**src/rtl/mips_bus_interface.sv**
```systemverilog
// mips_bus_interface
// Memory-access stage bridging the multicycle MIPS core to an Avalon-style,
// little-endian memory bus. One load/store/fetch is in flight at a time. The
// core is stalled while the bus transaction is open. Load data is returned
// lane-aligned and sign- or zero-extended.
//
// Optional feature: define MIPS_BUS_ALIGN_CHECK_EN to detect misaligned
// half/word requests. Such requests skip the bus and return resp_err=1 with
// zero data. When the macro is left undefined, the offending low address bits
// are silently truncated and resp_err stays 0.
module mips_bus_interface #(
  parameter int WAIT_CNT_W = 8
) (
  input  logic                  clk,
  input  logic                  reset,
  // core request side
  input  logic                  req_valid,
  output logic                  req_ready,
  input  logic                  req_write,
  input  logic [31:0]           req_addr,
  input  logic [1:0]            req_size,
  input  logic                  req_signed,
  input  logic [31:0]           req_wdata,
  // core response side
  output logic                  resp_valid,
  output logic [31:0]           resp_rdata,
  output logic                  resp_err,
  output logic                  stall,
  output logic [WAIT_CNT_W-1:0] wait_cycles,
  // Avalon-style bus
  output logic [31:0]           address,
  output logic                  read,
  output logic                  write,
  input  logic                  waitrequest,
  output logic [31:0]           writedata,
  output logic [3:0]            byteenable,
  input  logic [31:0]           readdata
);

  typedef enum logic [1:0] {
    IDLE = 2'd0,
    BUS  = 2'd1,
    RESP = 2'd2
  } state_t;

  state_t state, state_nxt;

  // Request fields captured at acceptance; only meaningful while BUS/RESP.
  logic [1:0]            off_p0;
  logic [1:0]            size_p0;
  logic                  signed_p0;
  logic                  wr_p0;

  logic [WAIT_CNT_W-1:0] wait_cnt;
  logic                  accept;
  logic                  bus_done;
  logic                  misalign;

  // Byte-lane enables for an access of the given size at byte offset o.
  // A half only looks at o[1]; a word ignores o entirely.
  function automatic logic [3:0] lane_be(input logic [1:0] size,
                                         input logic [1:0] o);
    case (size)
      2'b00:   lane_be = 4'b0001 << o;
      2'b01:   lane_be = o[1] ? 4'b1100 : 4'b0011;
      default: lane_be = 4'b1111;
    endcase
  endfunction

  // Store data is replicated across every lane it could land on, so the
  // byteenables alone select the written bytes.
  function automatic logic [31:0] lane_wdata(input logic [1:0]  size,
                                             input logic [31:0] wdata);
    case (size)
      2'b00:   lane_wdata = {4{wdata[7:0]}};
      2'b01:   lane_wdata = {2{wdata[15:0]}};
      default: lane_wdata = wdata;
    endcase
  endfunction

  // Pull the addressed byte/half out of the bus word and extend it to 32
  // bits. Words pass through untouched regardless of the signed flag.
  function automatic logic [31:0] load_extract(input logic [1:0]  size,
                                               input logic [1:0]  o,
                                               input logic        sgn,
                                               input logic [31:0] rdata);
    logic signed [7:0]  lane_b;
    logic signed [15:0] lane_h;
    case (o)
      2'd0:    lane_b = rdata[7:0];
      2'd1:    lane_b = rdata[15:8];
      2'd2:    lane_b = rdata[23:16];
      default: lane_b = rdata[31:24];
    endcase
    lane_h = o[1] ? rdata[31:16] : rdata[15:0];
    case (size)
      2'b00: begin
        if (sgn) load_extract = {{24{lane_b[7]}}, lane_b};
        else     load_extract = {24'd0, lane_b};
      end
      2'b01: begin
        if (sgn) load_extract = {{16{lane_h[15]}}, lane_h};
        else     load_extract = {16'd0, lane_h};
      end
      default: load_extract = rdata;
    endcase
  endfunction

  // Saturating increment: the counter sticks at all-ones.
  function automatic logic [WAIT_CNT_W-1:0] sat_inc(
    input logic [WAIT_CNT_W-1:0] cnt);
    if (cnt == {WAIT_CNT_W{1'b1}}) sat_inc = cnt;
    else                           sat_inc = cnt + 1'b1;
  endfunction

`ifdef MIPS_BUS_ALIGN_CHECK_EN
  // A half must sit on an even address, a word (and reserved size) on a
  // multiple of four. Bytes are always aligned.
  function automatic logic is_misaligned(input logic [1:0] size,
                                         input logic [1:0] o);
    case (size)
      2'b00:   is_misaligned = 1'b0;
      2'b01:   is_misaligned = o[0];
      default: is_misaligned = (o != 2'b00);
    endcase
  endfunction

  assign misalign = is_misaligned(req_size, req_addr[1:0]);
`else
  assign misalign = 1'b0;
`endif

  assign accept   = (state == IDLE) && req_valid;
  assign bus_done = (state == BUS) && !waitrequest;

  // State register; reset aborts any open transaction without a response.
  always_ff @(posedge clk) begin
    if (reset) state <= IDLE;
    else       state <= state_nxt;
  end

  // Next-state and state-decoded handshake/strobe outputs.
  always_comb begin
    state_nxt  = state;
    req_ready  = 1'b0;
    stall      = 1'b0;
    read       = 1'b0;
    write      = 1'b0;
    resp_valid = 1'b0;
    case (state)
      IDLE: begin
        req_ready = 1'b1;
        if (req_valid) state_nxt = misalign ? RESP : BUS;
      end
      BUS: begin
        stall = 1'b1;
        read  = !wr_p0;
        write = wr_p0;
        if (!waitrequest) state_nxt = RESP;
      end
      RESP: begin
        resp_valid = 1'b1;
        state_nxt  = IDLE;
      end
      default: state_nxt = IDLE;
    endcase
  end

  // ---- stage p0: request capture at acceptance ----
  // Capture the request attributes needed later for lane extraction.
  always_ff @(posedge clk) begin
    if (accept) begin
      off_p0    <= req_addr[1:0];
      size_p0   <= req_size;
      signed_p0 <= req_signed;
      wr_p0     <= req_write;
    end
  end

`ifdef MIPS_BUS_ALIGN_CHECK_EN
  logic err_q;
  assign resp_err = err_q;
`else
  assign resp_err = 1'b0;
`endif

  // ---- bus phase and response capture ----
  // Bus address/lanes are set at acceptance and held; response fields are
  // loaded when the bus completes (or immediately for a rejected request).
  always_ff @(posedge clk) begin
    if (reset) begin
      address     <= 32'd0;
      writedata   <= 32'd0;
      byteenable  <= 4'd0;
      resp_rdata  <= 32'd0;
      wait_cycles <= '0;
      wait_cnt    <= '0;
`ifdef MIPS_BUS_ALIGN_CHECK_EN
      err_q       <= 1'b0;
`endif
    end else begin
      if (accept) begin
        address    <= {req_addr[31:2], 2'b00};
        byteenable <= lane_be(req_size, req_addr[1:0]);
        writedata  <= lane_wdata(req_size, req_wdata);
        wait_cnt   <= '0;
`ifdef MIPS_BUS_ALIGN_CHECK_EN
        if (misalign) begin
          resp_rdata  <= 32'd0;
          wait_cycles <= '0;
          err_q       <= 1'b1;
        end
`endif
      end
      if ((state == BUS) && waitrequest) begin
        wait_cnt <= sat_inc(wait_cnt);
      end
      if (bus_done) begin
        // Stores leave the previous load data in place.
        if (!wr_p0) resp_rdata <= load_extract(size_p0, off_p0, signed_p0, readdata);
        wait_cycles <= wait_cnt;
`ifdef MIPS_BUS_ALIGN_CHECK_EN
        err_q       <= 1'b0;
`endif
      end
    end
  end

endmodule

```
**config.mk**
```make
export PLATFORM = sky130hd
export DESIGN_NAME = mips_bus_interface
export DESIGN_NICKNAME = d
export VERILOG_FILES = /design/src/rtl/mips_bus_interface.sv
export SDC_FILE = /design/constraint.sdc
export NUM_CORES = 1
export LEC_CHECK = 0
export ABC_CLOCK_PERIOD_IN_PS = 1900
export BUFFER_PORTS_ARGS = -buffer_cell sky130_fd_sc_hd__buf_2
export CAP_MARGIN = 20
export CELL_PAD_IN_SITES_DETAIL_PLACEMENT = 1
export CELL_PAD_IN_SITES_GLOBAL_PLACEMENT = 1
export CORE_UTILIZATION = 30
export CTS_BUF_LIST = sky130_fd_sc_hd__clkbuf_4
export DETAILED_ROUTE_END_ITERATION = 12
export PLACE_DENSITY_LB_ADDON = 0.08
export SLEW_MARGIN = 20
export SYNTH_ARGS = -nofsm -noshare
export SYNTH_HDL_FRONTEND = slang
export SYNTH_SLANG_ARGS = --single-unit
```
**constraint.sdc**
```tcl
create_clock -name clk -period 1.9 [get_ports clk]
set_input_delay 0.38 -clock clk [delete_from_list [all_inputs] [get_ports clk]]
set_output_delay 0.38 -clock clk [all_outputs]
set_load 0.02 [all_outputs]
```
==> metrics.md <==
| Metric | Value |
|---|---|
| Register bit count reported by yosys | 122 |
| Clock slew at reported path FFs | 0.10 ns |
| Number of buffer cells added on primary ports | 214 |
| Setup skew after layout | 0.0201 ns |
| Summed negative setup slack over all endpoints | 0 ns |
| Final Cell Area | 0.00703 mm² |
| Filler cells | 2181 |
| Number of unique standard cell types used by synthesis | 53 |
| Number of max-cap violations | 0 |
| Final Setup Violations | 0 |
| Floorplan die area | 0.0182 mm² |
| Maximum single-stage delay on the critical path | 0.52 ns |
| Cell family with the largest share of critical-path delay | simple AND/OR/NAND/NOR gates |
| Sequential cell area fraction in the yosys report | 0.472 |
| Commonest cells after routing, fill and taps aside | 213 x sky130_fd_sc_hd__buf_2, 141 x sky130_fd_sc_hd__nand2_1, 114 x sky130_fd_sc_hd__dfxtp_1 |
| Floorplan Core Area | 0.0173 mm² |
| Total Nets Final | 962 |
| Total clock buffers created by CTS | 17 |
| Max H-tree Level | 4 |
| Die width | 135 µm |
| Status | finished, final reports clean |
| Mean area per synthesized cell | 8.25 µm² |
| Source-to-sink clock delay at the later pin of the worst-skew pair | 0.56 ns |
| Count of yosys warnings during synthesis | 0 |
| Total clock sinks | 122 |
| Post-DP Area | 0.00663 mm² |
| Leakage Power | 3.20 nW |
| Post-synth ARST share | 0 |
| Count of endpoints failing hold in the final timing report | 0 |
| TritonRoute pass-1 iters | 4 |
| Cell chain of the critical path | buf_4 > or3b_2 > inv_4 > buf_12 > o21ai_0 > o22ai_1 > nor2_1 |
| First-pass GRT wire length | 28.6 mm |
| Post-Syn Area | 0.00531 mm² |
| Drt wl/cell | 16.6 µm |
| Remaining Overflow, GRT | 0 |
| Maximum fanout along the worst path | 39 |
| ANT nets after route | 0 |
| Placer Congestion | 0.820 |
| Data arrival at the endpoint of the critical path | 2.26 ns |
| Vias in the first global route | 5649 |
| Library cell contributing the largest single delay on the critical path | sky130_fd_sc_hd__or3b_2 |
| Clk network pwr share | 0.333 |
| Root buf cell | sky130_fd_sc_hd__clkbuf_4 |
| Portion of total power attributed to sequential cells | 0.481 |
| DP Wirelength | 13.5 mm |
| Routed Wire Length | 18.2 mm |
| Ratio of final minimum period to clock period | 0.964 |
| Switching share of power | 0.301 |
| Cell count after synthesis | 643 |
| Effective utilization at floorplan | 0.307 |
| Fraction of final layout cells with drive strength greater than 1 | 0.335 |
| Maximum VDD drop | 0.347 mV |
| Critical path data required time | 2.33 ns |
| Number of placed instances with taps included | 1056 |
| Site Rows | 48 |
| Total net switching power | 1.75 mW |
| Most frequently used flop master after synthesis | sky130_fd_sc_hd__dfxtp_1 |
| Tmin final | 1.83 ns |
| Worst setup EP type | flop |
| I/O pin count | 218 |
| Setup crit start kind | flop |
| TritonCTS clock tree | built |
| Power density over the cells | 829 mW/mm² |
| Total number of vias | 5477 |
| 1st-iter DRT viols | 222 |
| Startpoint-to-endpoint class of the critical path | flop to flop |
| Number of synthesized flops with an enable pin | 6 |
| Final slew viol count | 0 |
| Layout Cells excl Fill | 1099 |
| Fmax | 546 MHz |
| Initial antenna violation count | 7 |
| Pin count of the biggest net entering global routing | 52 |
| Area Overhead vs Synth | 32.4% |
| Portion of total power attributed to combinational logic | 0.187 |
| Vias per cell | 4.98 |
| Die Y | 135 µm |
| GRT Overall Usage | 0.203 |
| Count of buffer and inverter cells on the critical path | 3 |
| Internal | 4.08 mW |
| Class of the most critical hold timing path | input port to flop |
| DRC viols | 0 |
| Clk buf depth | 2 |
| Most frequent standard cell in the layout excluding fill and tap cells | sky130_fd_sc_hd__buf_2 |
## routing by layer
metal	vias to the layer above	routed length, µm	global-route usage
li1	2679	-	-
met1	2592	7760	0.244
met2	174	8570	0.330
met3	30	1490	0.0702
met4	2	400	0.0868
met5	-	10	0
## Yosys cell counts, types with 2 or more instances
library cell                instances  area (µm²)
sky130_fd_sc_hd__mux2i_1           24         240
sky130_fd_sc_hd__a31oi_1            3        18.8
sky130_fd_sc_hd__o22ai_1            2        12.5
sky130_fd_sc_hd__a211oi_1           7        52.6
sky130_fd_sc_hd__clkbuf_1          31         116
sky130_fd_sc_hd__a311oi_1           5        43.8
sky130_fd_sc_hd__nor2_1            29         109
sky130_fd_sc_hd__inv_1              9        33.8
sky130_fd_sc_hd__nand3_1            4        20.0
sky130_fd_sc_hd__or3_1              3        18.8
sky130_fd_sc_hd__and3_1             5        31.3
sky130_fd_sc_hd__dfxtp_1          116        2320
sky130_fd_sc_hd__a311oi_2           3        45.0
sky130_fd_sc_hd__o22a_1             6        52.6
sky130_fd_sc_hd__a21o_1             2        15.0
sky130_fd_sc_hd__o211ai_1           3        22.5
sky130_fd_sc_hd__buf_4              7        52.6
sky130_fd_sc_hd__nor2b_1            2        12.5
sky130_fd_sc_hd__nand2b_1           4        25.0
sky130_fd_sc_hd__a22oi_1            7        52.6
sky130_fd_sc_hd__edfxtp_1           6         180
sky130_fd_sc_hd__nand2_1          141         529
sky130_fd_sc_hd__buf_1              2        7.51
sky130_fd_sc_hd__a21oi_1          109         546
sky130_fd_sc_hd__nor4bb_1           6        60.1
sky130_fd_sc_hd__mux2_2             3        33.8
sky130_fd_sc_hd__o2bb2ai_1          3        26.3
sky130_fd_sc_hd__o21ai_0           62         310
sky130_fd_sc_hd__xor2_1             2        17.5
sky130_fd_sc_hd__buf_6              3        33.8
sky130_fd_sc_hd__buf_2             11        55.1
sky130_fd_sc_hd__nor3_1             2        10.0
## power by group through the flow
stage,sequential (mW),combinational (mW),clock [mW]
2_1_floorplan,3.01,0.490,0
3_3_place_gp,2.85,1.05,0
3_5_place_dp,2.86,1.07,0
4_1_cts,2.80,1.10,2.01
5_1_grt,2.82,1.19,2.12
6_report,2.80,1.09,1.94
## cell type report
type | count | area, µm² | share of cell area
Sequential cell | 122 | 2510 | 0.357
Timing Repair Buffer | 247 | 1370 | 0.195
Clock buffer | 21 | 158 | 0.0224
Tap cell | 225 | 282 | 0.0401
Antenna cell | 5 | 12.5 | 0.00178
Clock inverter | 10 | 125 | 0.0178
Inverter | 10 | 40.0 | 0.00570
Multi-Input combinational cell | 459 | 2530 | 0.360
## worst paths after layout
path / from / slack, ns / end / cells past startpoint
max: state[1] / 0.07 / byteenable[1] / 7
min: req_addr[1] / 0.06 / off_p0[1] / 1
max reg2reg: state[1] / 0.07 / byteenable[1] / 7
min reg2reg: address[18] / 0.46 / address[18] / 2
## timing repair
action	4_1_cts	5_1_grt
resized for setup	8	5
hold endpoints to repair	4	0
buffers inserted	3	0
gates cloned	0	0
setup endpoints to repair	3	2
hold buffers	4	0
## metrics by stage
stage	setup WS [ns]	power [mW]	hold slack, ns	utilization
floorplan	0.290	3.50	0.458	-
global placement	0.104	3.90	0.441	0.383
detailed placement	0.115	3.93	0.446	0.383
CTS	0.00681	5.91	0.000957	0.405
global route	-0.00649	6.13	0.0182	0.406
finish	0.0681	5.83	0.0627	0.406
## flip-flops by register name (all words and copies together) (netlist names)
| register | count |
|---|---|
| wr_p0 | 1 |
| wait_cycles | 8 |
| size_p0 | 2 |
| byteenable | 4 |
| off_p0 | 2 |
| address | 30 |
| wait_cnt | 8 |
| signed_p0 | 1 |
| state | 2 |
| writedata | 32 |
| resp_rdata | 32 |
## cell families after synthesis
kind of cell | count (synthesis) | share of synthesized area
compound gates | 219 | 0.240
simple gates | 206 | 0.169
flops | 122 | 0.472
buf+inv | 64 | 0.0571
mux | 28 | 0.0559
xor+xnor | 2 | 0.00330
fa+ha+maj | 1 | 0.00236
other cells | 1 | 0.000707
Note: power is estimated with default switching activity, not from simulation.
